**src/rtl/stream_mux_arb.sv**
```systemverilog
// rtl/stream_mux_arb.sv - NCH:1 stream mux, manual or round-robin select, registered output.
// Optional STREAM_MUX_STATS_EN adds xfer_count and ch_starved outputs.
module stream_mux_arb #(
  parameter int WIDTH = 8,
  parameter int NCH   = 4,
  parameter int SELW  = 2
) (
  input  logic                 clk,
  input  logic                 rst,
  input  logic                 mode,
  input  logic [SELW-1:0]      sel,
  input  logic [NCH*WIDTH-1:0] in_data,
  input  logic [NCH-1:0]       in_valid,
  output logic [NCH-1:0]       in_ready,
  output logic [WIDTH-1:0]     out_data,
  output logic [SELW-1:0]      out_chan,
  output logic                 out_valid,
  input  logic                 out_ready
`ifdef STREAM_MUX_STATS_EN
  ,
  output logic [15:0]          xfer_count,
  output logic [NCH-1:0]       ch_starved
`endif
);

  logic [WIDTH-1:0] r_out_data;
  logic [SELW-1:0]  r_out_chan;
  logic             r_out_valid;
  logic [SELW-1:0]  r_ptr;

  logic             w_load;
  logic             w_grant_valid;
  logic [SELW-1:0]  w_grant;
  logic             w_xfer;
  logic [WIDTH-1:0] w_sel_data;

  assign w_load = ~r_out_valid | out_ready;

  // Round-robin scans from farthest to nearest so the nearest valid channel after ptr wins.
  always_comb begin
    w_grant_valid = 1'b0;
    w_grant       = '0;
    if (!mode) begin
      for (int k = 0; k < NCH; k++) begin
        if (sel == SELW'(k) && in_valid[k]) begin
          w_grant_valid = 1'b1;
          w_grant       = SELW'(k);
        end
      end
    end else begin
      for (int i = NCH; i >= 1; i--) begin
        if (in_valid[(int'(r_ptr) + i) % NCH]) begin
          w_grant_valid = 1'b1;
          w_grant       = SELW'((int'(r_ptr) + i) % NCH);
        end
      end
    end
  end

  assign w_xfer     = w_load & w_grant_valid;
  assign w_sel_data = in_data[int'(w_grant)*WIDTH +: WIDTH];

  always_comb begin
    in_ready = '0;
    if (w_xfer) in_ready[w_grant] = 1'b1;
  end

  always_ff @(posedge clk or posedge rst) begin
    if (rst) begin
      r_out_valid <= 1'b0;
      r_out_data  <= '0;
      r_out_chan  <= '0;
      r_ptr       <= SELW'(NCH - 1);
    end else if (w_xfer) begin
      r_out_valid <= 1'b1;
      r_out_data  <= w_sel_data;
      r_out_chan  <= w_grant;
      r_ptr       <= w_grant;
    end else if (out_ready) begin
      r_out_valid <= 1'b0;
    end
  end

  assign out_data  = r_out_data;
  assign out_chan  = r_out_chan;
  assign out_valid = r_out_valid;

`ifdef STREAM_MUX_STATS_EN
  logic [15:0]    r_xfer_count;
  logic [3:0]     r_starve_cnt [NCH];
  logic [NCH-1:0] r_starved;

  // A channel counts as starved on its 16th consecutive valid-but-ungranted cycle.
  always_ff @(posedge clk or posedge rst) begin
    if (rst) begin
      r_xfer_count <= '0;
      r_starved    <= '0;
      for (int k = 0; k < NCH; k++) r_starve_cnt[k] <= '0;
    end else begin
      if (r_out_valid && out_ready && r_xfer_count != 16'hFFFF)
        r_xfer_count <= r_xfer_count + 16'd1;
      for (int k = 0; k < NCH; k++) begin
        if (in_valid[k] && !(w_grant_valid && w_grant == SELW'(k))) begin
          if (r_starve_cnt[k] == 4'd15) r_starved[k] <= 1'b1;
          else r_starve_cnt[k] <= r_starve_cnt[k] + 4'd1;
        end else begin
          r_starve_cnt[k] <= '0;
        end
      end
    end
  end

  assign xfer_count = r_xfer_count;
  assign ch_starved = r_starved;
`endif

endmodule

```
**config.mk**
```make
export PLATFORM = sky130hd
export DESIGN_NAME = stream_mux_arb
export DESIGN_NICKNAME = d
export VERILOG_FILES = /design/src/rtl/stream_mux_arb.sv
export SDC_FILE = /design/constraint.sdc
export NUM_CORES = 1
export LEC_CHECK = 0
export ABC_AREA = 1
export CAP_MARGIN = 0
export CORE_UTILIZATION = 43
export DETAILED_ROUTE_END_ITERATION = 8
export GPL_TIMING_DRIVEN = 0
export PLACE_DENSITY = 0.82
export SLEW_MARGIN = 20
export SYNTH_ARGS = -nofsm -noshare
export SYNTH_HDL_FRONTEND = slang
export SYNTH_SLANG_ARGS = --single-unit
```
**constraint.sdc**
```tcl
create_clock -name clk -period 6.1 [get_ports clk]
set_clock_uncertainty 0.1 [all_clocks]
set_input_delay 0.915 -clock clk [delete_from_list [all_inputs] [get_ports clk]]
set_output_delay 0.915 -clock clk [all_outputs]
set_load 0.1 [all_outputs]
```
==> results of run 1 <==
## metal layers
metal | part of all wire (%) | global-route usage [%] | wire, um | vias up
met4 | 1.1 | 8.772 | 34 | 0
met5 | 0 | 0 | 0 | -
met1 | 45 | 33.33 | 1369 | 579
met3 | 5.7 | 3.736 | 175 | 4
met2 | 48 | 40.83 | 1485 | 63
li1 | - | - | - | 725
## flip-flops by register name, summed over array words and instances, names as in the netlist
name and count:
r_ptr 2, out_data 8, out_valid 1, out_chan 2
## cells in the mapped netlist (all sizes together)
master  instances  share of area, %
nor3            2              0.89
dfstp           2               4.7
nand2          89                30
inv            27               9.0
nand3          39                17
a21o            1              0.67
buf             7               4.7
o211ai          1               1.1
nand3b          1              0.67
clkbuf          1              0.33
o21ai           4               1.8
a21oi           1              0.44
or2             4               2.2
dfrtp          11                24
nor2            5               1.7
## cell type report
class,instances,area (um^2)
timing repair buffer,56,560.5
inverter,27,101.3
sequential,13,327.8
fill,229,724.4
buffer,8,56.30
clock buffer,4,26.28
tap,30,37.54
multi-input combinational,147,643.1
## logic make-up (layout without fill, tap and decap cells)
| family | count (synthesis) | in the layout | share of synthesized area, % |
|---|---|---|---|
| AOI/OAI and AO/OA | 7 | 7 | 3.991 |
| buffers and inverters | 35 | 95 | 13.97 |
| DFF | 13 | 13 | 29.05 |
| and+or+nand+nor | 140 | 140 | 52.99 |
## worst min-delay path, cell delays in order, from the launching register on
cell and delay [ns]:
dfrtp_1 0.35, nand2_1 0.05, nand2_1 0.05
## report_power, final
part,internal [uW],switching [uW],leakage [uW],total (uW)
Clock,25.3,26.9,0.0000150,52.2
Combinational,208,539,0.000761,747
Sequential,131,24.4,0.000156,155
## through the flow
stage	power [uW]	std cells	worst slack (ns)	cell area (um^2)
3_5_place_dp	900.9	281	1.282	1727
2_1_floorplan	722.6	195	1.347	1129
5_1_grt	1023	285	1.018	1753
3_3_place_gp	890.6	281	1.311	1727
4_1_cts	954.4	285	1.268	1753
6_report	954.4	285	1.260	1753
## worst max path at each step
stage / start / endpoint / slack [ns] / cells past startpoint
after floorplan: in_valid[1] / in_ready[0] / 1.35 / 12
after global placement: in_valid[2] / in_ready[3] / 1.31 / 12
after detailed placement: in_valid[3] / in_ready[3] / 1.28 / 13
after CTS: in_valid[3] / in_ready[3] / 1.27 / 13
after global routing: in_valid[3] / in_ready[3] / 1.02 / 13
final: in_valid[3] / in_ready[1] / 1.26 / 13
==> impl_metrics.ini, run 1 <==
[outcome]
outcome = complete, no violations

[worst_setup_path]
worst-path-buf-inv = 3
cp_top_family = buffers and inverters
arrival_ns = 3.83
endpoint_kind = output port
cp-start-kind = input pin
cpMostUsedCell = nand2_1
r2r_start = r_ptr[0]$_DFFE_PP1P_
worstPathRequired_ns = 5.08
max_stage_delay_ns = 1.14
criticalPathCategory = in -> out
crit_chain = clkdlybuf4s50_1 -> nand2_1 -> nand2_1 -> nand2_1 -> nand2_1 -> nand2_1 -> a21oi_1 -> nand2_2 -> nand2_2 -> buf_4 -> nand2_1 -> nor2_1 -> clkdlybuf4s50_1
reg2reg_slack_ns = 3.97
worst-path-max-fanout = 10
r2r_cells = 15
crit_slowest_cell = clkdlybuf4s50_1
r2r-end = out_data[1]$_DFFE_PP0P_

[sta]
post-route-period-util_pct = 79.35
worst_slew_pin_slew_ns = 0.9882
setup_viol_count_final = 0
fmax_ghz = 0.2066
relSlewSlack_pct = 33.91
rsz0062_at_grt = false
worst_hold_slack_ns = 0.3849
hold_viol = 0
finalSetupTns_ns = 0
min_period_ns = 4.840
slew_violations = 0

[routing]
wl_per_cell_um = 10.75
drt-total-wl_um = 3064
drt-initial-drc-count = 55
drtAntennaViolNets = 0
vias = 1371
drcViolationCount = 0
first_pass_iters = 5
vias_per_cell = 4.811

[job]
maxCapViolCount = 0

[layout]
nets = 298
diodes = 0
final_common_cell = nand2_1
drive_gt1_share_pct = 8.235
most-common-layout-cells = nand2_1 (86), clkdlybuf4s50_1 (56), nand3_1 (39)
fin_util_pct = 70.76
synthToLayoutAreaGrowth_pct = 55.32

[hold_path]
hold_start = out_chan[1]$_DFFE_PP0P_
min_path_type = reg -> reg
holdPathEnd = out_chan[1]$_DFFE_PP0P_
holdPathStages = 2

[placement]
gp_congestion = 0.7901
port_buffers = 56
dp_hpwl_um = 2502

[global_route]
grt.total_usage_pct = 25.13
antenna_found_initial = 0
grt_pass1_vias = 1193
grt_start_max_net_pins = 14
grt_pass1_wl_um = 5106
overflow = 0

[die]
die_area_um2 = 2833
die_y_um = 53.23
fp.dieW_um = 53.23
start_util_pct = 45.56
io-pin-count = 57
num_rows = 18
coreArea_um2 = 2477

[synth]
ys_ff_latch = 13
syn_area_um2 = 1129
ys_warn_count = 0
synthCells = 195
avgSynthCellArea_um2 = 5.788
synth.distinct_cells = 20
syn_nets = 237
ys_seq_area_share_pct = 29.05

[power]
ir_worst_vdd_mv = 0.3992
p_leak_uw = 0.0009312
powerDensity_nw_per_um2 = 544.4

[clocking]
clkLatencyLatePin_ns = 0.27
cts_htree_levels = 1
cts_made_buffers = 3
cts_resized = 0
clock_sinks = 13
post_cts_buffers = 0
clock_path_buffers = 2
cts_root_buf = clkbuf_4
holdBufCountCts = 0
clk_pin_slew_worst_paths_ns = 0.07
cts_tree = yes
(Power assumes the default switching activity.)
==> run 2, diff against run 1 <==
--- a/config.mk
+++ b/config.mk
@@ -7,10 +7,10 @@
 export LEC_CHECK = 0
 export ABC_AREA = 1
 export CAP_MARGIN = 0
-export CORE_UTILIZATION = 43
+export CORE_UTILIZATION = 36
 export DETAILED_ROUTE_END_ITERATION = 8
 export GPL_TIMING_DRIVEN = 0
-export PLACE_DENSITY = 0.82
+export PLACE_DENSITY = 0.73
 export SLEW_MARGIN = 20
 export SYNTH_ARGS = -nofsm -noshare
 export SYNTH_HDL_FRONTEND = slang
==> constraint.sdc (replaced) <==
create_clock -name clk -period 3.9 [get_ports clk]
set_clock_uncertainty 0.1 [all_clocks]
set_input_delay 0.585 -clock clk [delete_from_list [all_inputs] [get_ports clk]]
set_output_delay 0.585 -clock clk [all_outputs]
set_load 0.1 [all_outputs]
==> run 2 against run 1 <==
Effect of this change: the run now ends with DRC left; highest routed layer unchanged; final area decreased by 1.1%; largest power group unchanged; via count is 2.0% lower; clock power increased by 56%; combinational power increased by 54%; final cell count increased by 0.35%; sequential share of layout area rose by 0.20 points; count of clock-buffer cells in the layout is the same; critical path type unchanged; register-to-register slack got worse by 2.2 ns; die area up 19%; first-iteration DRC count rose by 24%; sequential power increased by 57%.
==> impl_metrics.ini, run 2 (synthesis gave the netlist of run 1 again) <==
[outcome]
outcome = finished, violations left
violations = DRC

[die]
die_area_um2 = 3363
fp.dieW_um = 57.99
coreArea_um2 = 2853
io-pin-count = 57
num_rows = 19
start_util_pct = 39.56
die_y_um = 57.99

[routing]
first_pass_iters = 6
drtAntennaViolNets = 0
vias_per_cell = 4.696
drt-total-wl_um = 3132
vias = 1343
drcViolationCount = 2
wl_per_cell_um = 10.95
drt-initial-drc-count = 68

[power]
p_leak_uw = 0.0009353
internal_power_uw = 558.2
ir_worst_vdd_mv = 0.2927
p_clk_share_pct = 5.5
p_seq_share_pct = 16.5
swShare_pct = 62.19
power_switching_uw = 918.1
powerDensity_nw_per_um2 = 851.3
p_comb_share_pct = 77.9

[sta]
worst_slew_pin_slew_ns = 0.9690
rsz0062_at_grt = false
slew_violations = 0
hold_viol = 0
min_period_ns = 3.499
post-route-period-util_pct = 89.73
relSlewSlack_pct = 35.20
fmax_ghz = 0.2858
setup_viol_count_final = 0
layout_setup_ws_ns = 0.4006
finalSetupTns_ns = 0

[layout]
nets = 298
fin_util_pct = 60.79
drive_gt1_share_pct = 9.804
diodes = 0
n_fill_cell = 298
layout.cells.non_filler = 286
largest_reg_flops = 8
most-common-layout-cells = nand2_1 (86), clkdlybuf4s50_1 (52), nand3_1 (39)
synthToLayoutAreaGrowth_pct = 53.66
regArea_um2 = 327.8
final_common_cell = nand2_1
multi_input_area_um2 = 643.1

[worst_setup_path]
r2r_start = r_ptr[0]$_DFFE_PP1P_
crit_start = in_valid[2]
arrival_ns = 2.81
worst-path-max-fanout = 10
endpoint_kind = output port
reg2reg_slack_ns = 1.78
criticalPathCategory = in -> out
r2r_cells = 15
r2r-end = out_data[1]$_DFFE_PP0P_
crit_end = in_ready[3]
cp-start-kind = input pin
worstPathRequired_ns = 3.21

[global_route]
grt_pass1_wl_um = 5402
grt_start_max_net_pins = 14
antenna_found_initial = 0
grt_pass1_vias = 1260
overflow = 0
grt.total_usage_pct = 20.29

[clocking]
cts_root_buf = clkbuf_4
clkLatencyLatePin_ns = 0.27
clk_pin_slew_worst_paths_ns = 0.07
clock_path_buffers = 2
cts_htree_levels = 1
cts_made_buffers = 3
cts_tree = yes
post_cts_buffers = 0
holdBufCountCts = 0
clock_sinks = 13

[placement]
dp.cells = 282
preCtsSetupSlack_ns = -0.2506
port_buffers = 56
dp_hpwl_um = 2581
gp_congestion = 0.8473

[hold_path]
min_path_type = reg -> reg

[job]
maxCapViolCount = 0
==> run 2: per-layer routing <==
metal  wire [um]  track usage, %
met1        1503           28.33
met4          21           5.442
met5           0               0
met2        1433           32.84
met3         173           2.902
==> run 2: metrics by stage <==
stage	instance area (um^2)	hold WS (ns)	total power, uW
2_1_floorplan	1129	0.3605	1130
5_1_grt	1734	0.4126	1578
4_1_cts	1749	0.3858	1483
3_3_place_gp	1728	0.3639	1400
6_report	1734	0.3811	1476
3_5_place_dp	1728	0.3666	1409
==> run 2: worst min-delay path by stage <==
| stage | start | end | slack (ns) | cells after the start |
|---|---|---|---|---|
| after detailed placement | out_data[0]$_DFFE_PP0P_ | out_data[0]$_DFFE_PP0P_ | 0.37 | 2 |
| after global routing | out_chan[0]$_DFFE_PP0P_ | out_chan[0]$_DFFE_PP0P_ | 0.41 | 2 |
| after CTS | out_data[0]$_DFFE_PP0P_ | out_data[0]$_DFFE_PP0P_ | 0.39 | 2 |
| after global placement | out_chan[1]$_DFFE_PP0P_ | out_chan[1]$_DFFE_PP0P_ | 0.36 | 2 |
| after floorplan | rst | out_chan[0]$_DFFE_PP0P_ | 0.36 | 1 |
| final | out_data[0]$_DFFE_PP0P_ | out_data[0]$_DFFE_PP0P_ | 0.38 | 2 |
==> run 2: area by class of cell <==
cell class	instances	share of cell area (%)
plain buffers	8	3.247
clock buffers	4	1.515
inverters	27	5.844
multi-input cells	147	37.09
flip-flops and latches	13	18.90
well taps	31	2.237
repair buffers	56	31.17
==> run 2: timing repair <==
action | 4_1_cts | 5_1_grt
setup endpoints to repair | 4 | 4
pin swaps | 0 | 0
endpoints found under the hold margin | 0 | 0
gates resized for setup | 4 | 10
==> run 2: worst max-delay path, cell delays in order <==
cell	delay (ns)
clkdlybuf4s50_1	0.52
inv_1	0.07
o21ai_0	0.28
a21o_1	0.15
nand3_1	0.07
nand2_1	0.08
nand2_2	0.07
nand2_2	0.11
buf_4	0.18
nand2_1	0.11
nor2_1	0.12
clkbuf_2	0.47
==> run 2: power by group through the flow <==
stage | logic, uW | clock network (uW) | registers, uW
2_1_floorplan | 511 | 0 | 619
3_3_place_gp | 1150 | 0 | 245
3_5_place_dp | 1160 | 0 | 247
4_1_cts | 1150 | 83.6 | 245
5_1_grt | 1240 | 89.4 | 253
6_report | 1150 | 81.6 | 244
